===== config.mk =====
export PLATFORM = sky130hd
export DESIGN_NAME = mskaes_32bits_state_fsm
export DESIGN_NICKNAME = d
export VERILOG_FILES = /design/src/rtl/mskaes_32bits_state_fsm.sv
export SDC_FILE = /design/constraint.sdc
export NUM_CORES = 1
export LEC_CHECK = 0
export CAP_MARGIN = 10
export CORE_MARGIN = 2
export CORE_UTILIZATION = 41
export CTS_BUF_LIST = sky130_fd_sc_hd__clkbuf_2 sky130_fd_sc_hd__clkbuf_4 sky130_fd_sc_hd__clkbuf_8
export DETAILED_ROUTE_END_ITERATION = 16
export PLACE_DENSITY_LB_ADDON = 0.12
export SETUP_SLACK_MARGIN = 0.15
export SLEW_MARGIN = 20
export SYNTH_ARGS = -nofsm -noshare
export SYNTH_HDL_FRONTEND = slang
export SYNTH_SLANG_ARGS = --single-unit

===== constraint.sdc =====
create_clock -name clk -period 1.3 [get_ports clk]
set_input_delay 0.325 -clock clk [delete_from_list [all_inputs] [get_ports clk]]
set_output_delay 0.325 -clock clk [all_outputs]
set_load 0.05 [all_outputs]

===== src/rtl/mskaes_32bits_state_fsm.sv =====
// -----------------------------------------------------------------------------
// mskaes_32bits_state_fsm
//
// Control sequencer for the masked 32-bit AES state datapath. A start
// handshake latches the direction and loads the shared plaintext. The block
// then steps through 10 rounds and a final key-addition pass, and holds the
// result until the consumer takes it.
//
// Each round is split into an issue phase (4 columns presented to the Sbox),
// an optional wait phase covering the extra Sbox latency, and a writeback
// phase (4 columns written back as the Sbox results emerge).
//
// Parameters:
//   SBOX_LAT             Sbox pipeline latency in cycles (4..15)
//
// Ports:
//   clk, rst             clock, synchronous active-high reset
//   in_valid/in_ready    start handshake; in_inverse selects decrypt
//   out_valid/out_ready  result handshake; result held in datapath state
//   busy                 operation in progress (LOAD through FINAL)
//   dp_*                 datapath enable, load and routing selects
//   sbox_in_valid        a column is presented to the Sbox this cycle
//   key_col_req          key schedule must present a round-key column
//   round_idx            0 in LOAD, 1..10 in rounds, 11 in FINAL
//   col_idx              column index within the issue/writeback phase
//
// Every output is decoded from registered state only, so no combinational
// path exists from in_valid or out_ready to any output.
// -----------------------------------------------------------------------------
module mskaes_32bits_state_fsm #(
   parameter int SBOX_LAT = 4
) (
   input  logic       clk,
   input  logic       rst,
   input  logic       in_valid,
   output logic       in_ready,
   input  logic       in_inverse,
   output logic       out_valid,
   input  logic       out_ready,
   output logic       busy,
   output logic       dp_enable,
   output logic       dp_init,
   output logic       dp_en_MC,
   output logic       dp_en_loop,
   output logic       dp_en_loop_r0,
   output logic       dp_en_SB_inverse,
   output logic       dp_bypass_MC_inverse,
   output logic       dp_en_toSB_inverse,
   output logic       sbox_in_valid,
   output logic       key_col_req,
   output logic [3:0] round_idx,
   output logic [1:0] col_idx
);

   generate
      if (SBOX_LAT < 4 || SBOX_LAT > 15) begin : g_bad_sbox_lat
         $error("mskaes_32bits_state_fsm: SBOX_LAT must be in the range 4..15");
      end
   endgenerate

   // Last phase of a round and the first writeback phase.
   localparam logic [4:0] PH_LAST = 5'(SBOX_LAT + 3);
   localparam logic [4:0] PH_WB   = 5'(SBOX_LAT);
   // Writeback column = p - SBOX_LAT; only the low two bits matter.
   localparam logic [1:0] LAT_LO  = 2'(SBOX_LAT % 4);

   typedef enum logic [2:0] {
      S_IDLE,
      S_LOAD,
      S_ROUND,
      S_FINAL,
      S_DONE
   } state_t;

   state_t     r_state;
   logic       r_inv;
   logic [3:0] r_round;
   logic [4:0] r_phase;
   logic [1:0] r_fcnt;

   state_t     w_state_nxt;
   logic       w_inv_nxt;
   logic [3:0] w_round_nxt;
   logic [4:0] w_phase_nxt;
   logic [1:0] w_fcnt_nxt;

   always_ff @(posedge clk) begin
      if (rst) begin
         r_state <= S_IDLE;
         r_inv   <= 1'b0;
         r_round <= 4'd0;
         r_phase <= 5'd0;
         r_fcnt  <= 2'd0;
      end else begin
         r_state <= w_state_nxt;
         r_inv   <= w_inv_nxt;
         r_round <= w_round_nxt;
         r_phase <= w_phase_nxt;
         r_fcnt  <= w_fcnt_nxt;
      end
   end

   always_comb begin
      w_state_nxt          = r_state;
      w_inv_nxt            = r_inv;
      w_round_nxt          = r_round;
      w_phase_nxt          = r_phase;
      w_fcnt_nxt           = r_fcnt;

      in_ready             = 1'b0;
      out_valid            = 1'b0;
      busy                 = 1'b0;
      dp_enable            = 1'b0;
      dp_init              = 1'b0;
      dp_en_MC             = 1'b0;
      dp_en_loop           = 1'b0;
      dp_en_loop_r0        = 1'b0;
      dp_en_SB_inverse     = 1'b0;
      dp_bypass_MC_inverse = 1'b0;
      dp_en_toSB_inverse   = 1'b0;
      sbox_in_valid        = 1'b0;
      key_col_req          = 1'b0;
      round_idx            = 4'd0;
      col_idx              = 2'd0;

      case (r_state)
         S_IDLE: begin
            in_ready = 1'b1;
            if (in_valid) begin
               w_state_nxt = S_LOAD;
               w_inv_nxt   = in_inverse;
            end
         end

         S_LOAD: begin
            busy        = 1'b1;
            dp_enable   = 1'b1;
            dp_init     = 1'b1;
            w_state_nxt = S_ROUND;
            w_round_nxt = 4'd1;
            w_phase_nxt = 5'd0;
         end

         S_ROUND: begin
            busy      = 1'b1;
            round_idx = r_round;
            if (r_phase < 5'd4) begin
               // Issue: present column p to the Sbox with its key column.
               dp_enable            = 1'b1;
               sbox_in_valid        = 1'b1;
               key_col_req          = 1'b1;
               col_idx              = r_phase[1:0];
               dp_en_loop_r0        = 1'b1;
               dp_en_loop           = r_inv;
               dp_en_toSB_inverse   = r_inv;
               // Decrypt round 1 has no InvMixColumns ahead of the Sbox.
               dp_bypass_MC_inverse = r_inv && (r_round == 4'd1);
            end else if (r_phase >= PH_WB) begin
               // Writeback: Sbox results for columns 0..3 emerge now.
               dp_enable        = 1'b1;
               col_idx          = r_phase[1:0] - LAT_LO;
               // The last encrypt round skips MixColumns.
               dp_en_MC         = !r_inv && (r_round != 4'd10);
               dp_en_SB_inverse = r_inv;
            end

            if (r_phase == PH_LAST) begin
               w_phase_nxt = 5'd0;
               if (r_round == 4'd10) begin
                  w_state_nxt = S_FINAL;
                  w_fcnt_nxt  = 2'd0;
               end else begin
                  w_round_nxt = r_round + 4'd1;
               end
            end else begin
               w_phase_nxt = r_phase + 5'd1;
            end
         end

         S_FINAL: begin
            // Closing key addition over the 4 columns, no Sbox traffic.
            busy                 = 1'b1;
            round_idx            = 4'd11;
            col_idx              = r_fcnt;
            dp_enable            = 1'b1;
            dp_en_loop_r0        = 1'b1;
            dp_en_loop           = r_inv;
            key_col_req          = 1'b1;
            dp_bypass_MC_inverse = 1'b1;
            w_fcnt_nxt           = r_fcnt + 2'd1;
            if (r_fcnt == 2'd3) begin
               w_state_nxt = S_DONE;
            end
         end

         S_DONE: begin
            out_valid = 1'b1;
            if (out_ready) begin
               w_state_nxt = S_IDLE;
            end
         end

         default: begin
            w_state_nxt = S_IDLE;
         end
      endcase
   end

endmodule


==> run_results.csv, run 1 <==
group,metric,value,unit
placed_design,hpwl,2700,um
synthesis,synth_top_family_by_area,"simple AND/OR/NAND/NOR gates",
status,stop_stage,"5_1_grt",
clock_network,cts_buffer_depth,2,
timing,worst_endpoint_kind,"top-level output",
die,start_util,43.0,%
synthesis,ys_seq_area_share,28.2,%
synthesis,synth_cell_type_count,39,
die,floorplan.die.width,55.0,um
synthesis,synthMuxAreaShare,5.76,%
synthesis,yosysTopAreaCell,"dfxtp_1",
status,first-error,"[ERROR DPL-0038] Utilization greater than 100%, impossible to legalize",
placed_design,gp_congestion,0.882,
synthesis,avgSynthCellArea,7.66,sq um
clock_network,h-tree-depth,1,
die,die_h,55.0,um
synthesis,yosys_warnings,0,
die,rows,18,
synthesis,syn_inst,139,
placed_design,pre_cts_ws,-276,ps
synthesis,synthSimpleGateAreaFrac,39.1,%
status,outcome,"stopped before the end",
clock_network,cts_root_buf,"clkbuf_4",
synthesis,synthArstFlopShare,0,%
placed_design,io_buffers,23,
placed_design,place_area,0.00189,sq mm
synthesis,syn-num-nets,150,
clock_network,hold_buffers,0,
synthesis,synth-xor-area-share,0,%
synthesis,synth-edff-count,0,
synthesis,synth_top_area_share,28.2,%
die,io_pins,24,
clock_network,cts.sinks,15,
synthesis,synth_area_leaders,"dfxtp_1, nor2_1, ha_1",
synthesis,syn_area,0.00106,sq mm
synthesis,synthAdderAreaFrac,7.05,%
synthesis,synth-main-ff-cell,"dfxtp_1",
synthesis,ys_ff_latch,15,
clock_network,numCtsBuffers,3,
synthesis,synth_compound_area_share,13.9,%
timing,grt_worst_setup_endpoint,"dp_en_MC",
global_routing,grt_max_degree,10,
==> stage by stage <==
step           instances  setup TNS, ps
2_1_floorplan        139          -2650
3_3_place_gp         223          -3200
3_5_place_dp         223          -3850
4_1_cts              250          -9190
==> what timing repair did <==
action	4_1_cts
gates cloned	1
setup buffers	22
pin swaps	37
resized for setup	74
setup endpoints to repair	33
==> cell usage after synthesis, drive strengths merged, types with 2 or more instances <==
master  number
or3          2
nand2       10
a21oi        8
nand3b       3
nand2b       4
and2         4
inv          5
nor2b        4
o21ai        5
clkbuf       4
nor2        24
nand4        2
a211oi       2
dfxtp       15
and3         2
nand3        4
o211ai       2
ha           6
a31oi        3
nor3b        2
mux2i        5
nor3         5
buf          5
==> logic make-up after synthesis <==
| group | after synthesis |
|---|---|
| buffers and inverters | 14 |
| AND/OR/NAND/NOR | 74 |
| multiplexers | 6 |
| AO/OA/AOI/OAI | 24 |
| flip-flops | 15 |
| adder cells (fa/ha/maj) | 6 |
==> inputs of run 2 (changes only) <==
- CORE_UTILIZATION: 41 -> 26
- CTS_BUF_LIST: sky130_fd_sc_hd__clkbuf_2 sky130_fd_sc_hd__clkbuf_4 sky130_fd_sc_hd__clkbuf_8 -> default
- PLACE_DENSITY_LB_ADDON: 0.12 -> 0.15
- SETUP_SLACK_MARGIN: 0.15 -> default
- clock period: 1.3 -> 1.7 ns (I/O delays scaled with it)
==> run_results.csv, run 2 <==
group,metric,value,unit
status,outcome,"finished with violations",
status,violations,"negative setup slack",
synthesis,synth-edff-count,0,
power_and_ir_drop,peakVddDrop,364,uV
placed_design,gp_congestion,0.847,
timing,setup_ws,-196,ps
critical_path,crit_chain,"inv_2 > ha_4 > and3b_2 > nor4b_4 > buf_12",
min_path,holdPathStages,2,
synthesis,avgSynthCellArea,7.66,sq um
critical_path,r2r-start,"r_round[0]$_SDFFE_PP0P_",
layout,layout-drive-gt1-share,57.5,%
timing,hold_viol_final,0,
die,die_h,68.0,um
timing,finalCritPeriodShare,112,%
timing,rsz0062_at_grt,"true",
route,wl_per_cell,14.6,um
route,routed_wl,3750,um
clock_network,clock_latency,260,ps
timing,setup_violations,11,
critical_path,cp-start-kind,"flop",
min_path,hp-start,"r_fcnt[1]$_SDFFE_PP0P_",
min_path,min_to,"r_fcnt[1]$_SDFFE_PP0P_",
clock_network,clk_pin_slew,70,ps
clock_network,cts.sinks,15,
route,vias,1278,
min_path,min_path_type,"flop to flop",
synthesis,synth.cells.most_frequent,"nor2_1, dfxtp_1, nand2_1",
synthesis,synth_top_area_share,28.2,%
route,firstDrtPassIters,4,
critical_path,worst-setup-path-type,"flop to primary output",
layout,diodes,0,
die,start_util,26.8,%
power_and_ir_drop,p_leak,0.000861,uW
timing,worstMarginPinSlew,367,ps
clock_network,cts_tree,"done",
layout,seqCellArea,323,sq um
global_routing,grt_pass1_vias,1289,
route,drc,0,
critical_path,cp_slowest_cell,"dfxtp_2",
synthesis,synth_cell_type_count,39,
layout,final_common_cell,"buf_4",
clock_network,cts_buffer_depth,2,
layout,final_nets,219,
global_routing,grt_max_degree,14,
synthesis,synth_area_leaders,"dfxtp_1, nor2_1, ha_1",
layout,regMostFlops,"r_phase",
die,core,0.00397,sq mm
layout,area_growth,104,%
route,antenna_left,0,
global_routing,grt_pass1_wl,6110,um
critical_path,ff2ff_setup_slack,90,ps
timing,slew_headroom,75.5,%
synthesis,syn_inst,139,
critical_path,endpoint_kind,"primary output",
synthesis,synth_most_common_cell,"nor2_1",
clock_network,h-tree-depth,1,
global_routing,gr-total-overflow,0,
layout,largest_reg_flops,5,
synthesis,synth-main-ff-cell,"dfxtp_1",
clock_network,numCtsBuffers,3,
synthesis,synthArstFlopShare,0,%
power_and_ir_drop,p_total,1380,uW
critical_path,cp_data_required_time,1270,ps
placed_design,hpwl,2540,um
timing,min_period,1900,ps
route,drtIter0Drc,94,
timing,fmax,527,MHz
critical_path,reg2regPathDepth,7,
timing,hold_ws,543,ps
placed_design,io_buffers,23,
timing,tns,-992,ps
critical_path,max_stage_delay,350,ps
job,drv_cap,0,
synthesis,syn_area,0.00106,sq mm
synthesis,yosys_warnings,0,
placed_design,dp.cells,232,
synthesis,ys_seq_area_share,28.2,%
synthesis,ys_ff_latch,15,
global_routing,grtUsageTotal,17.4,%
timing,drv_slew,0,
global_routing,antenna_found_initial,0,
die,floorplan.die.width,68.0,um
layout,top_regs,"r_phase: 5 flops, r_round: 4 flops, r_state: 3 flops",
layout,fin_cells,257,
timing,skew,7.30,ps
critical_path,cp_max_fo,3,
clock_network,hold_buffers,0,
synthesis,syn-num-nets,150,
critical_path,crit_arrival,1470,ps
critical_path,r2r_end,"r_round[0]$_SDFFE_PP0P_",
die,io_pins,24,
clock_network,cts_root_buf,"clkbuf_8",
power_and_ir_drop,power_density,636,mW/mm^2
synthesis,yosysTopAreaCell,"dfxtp_1",
die,rows,23,
layout,mostFrequentLayoutCells,"buf_4, buf_6, nor2_4",
layout,fillerInstances,349,
layout,multiInputGateArea,936,sq um
die,dieArea,0.00462,sq mm
route,via_per_inst,4.97,
## run 2: cell counts after synthesis
No cell type changed its count.
## run 2: area by class of cell
cell class / instances / area share, %
clock inverters: 1 / 0.230
inverters: 5 / 0.864
flip-flops and latches: 15 / 14.9
clock buffers: 3 / 1.90
multi-input cells: 110 / 43.1
repair buffers: 73 / 36.2
well taps: 50 / 2.88
## run 2: worst max-delay path by stage
stage	start	end	slack (ps)	depth (start not counted)
5_1_grt	r_round[1]$_SDFFE_PP0P_	dp_bypass_MC_inverse	-260	6
3_3_place_gp	r_phase[3]$_SDFFE_PP0P_	dp_en_loop	7	5
6_report	r_round[0]$_SDFFE_PP0P_	dp_en_MC	-200	5
2_1_floorplan	r_round[0]$_SDFFE_PP0P_	dp_en_MC	-210	4
4_1_cts	r_round[0]$_SDFFE_PP0P_	dp_en_MC	-210	5
3_5_place_dp	r_state[0]$_SDFFE_PP0P_	dp_en_MC	8	3
## run 2: cells by family (layout without fill, tap and decap cells)
logic type | after synthesis | in the layout | share of synthesized area, %
AND/OR/NAND/NOR | 74 | 74 | 39.1
AO/OA/AOI/OAI | 24 | 24 | 13.9
flip-flops | 15 | 15 | 28.2
buffers and inverters | 14 | 82 | 5.99
adder cells (fa/ha/maj) | 6 | 6 | 7.05
multiplexers | 6 | 6 | 5.76
## run 2: per-layer routing
metal  track usage, %  vias to the layer above  routed length, um
met2             28.9                       28               1840
li1                 -                      627                  -
met5                0                        -                  0
met4             4.50                        0                 80
met3             3.78                        9                135
met1             22.6                      614               1690
## run 2: timing repair
action                                 CTS  global route
endpoints found under the hold margin    0             0
setup endpoints to repair               19            19
gates resized for setup                 53            24
pin swaps                               14            14
buffers inserted                        15             9
## run 2: per-stage QoR
step	worst slack [ps]	area [sq um]	util, %
floorplan	-213	1170	-
global placement	7.36	1690	42.6
detailed placement	7.74	1690	42.6
CTS	-211	2030	51.2
global route	-259	2170	54.7
finish	-196	2170	54.7
## run 2: critical path: cells and delay by family (launching register included)
kind	cells	cell delay [ps]
flip-flops	1	350
AND/OR/NAND/NOR	2	480
buffers and inverters	2	230
adder cells (fa/ha/maj)	1	150
## run 2: power by group
group          internal (uW)  switching, uW
Clock                    163            139
Sequential               365           19.4
Combinational            339            356
Total                    868            515
No activity file was read; power rests on OpenSTA's default activity.
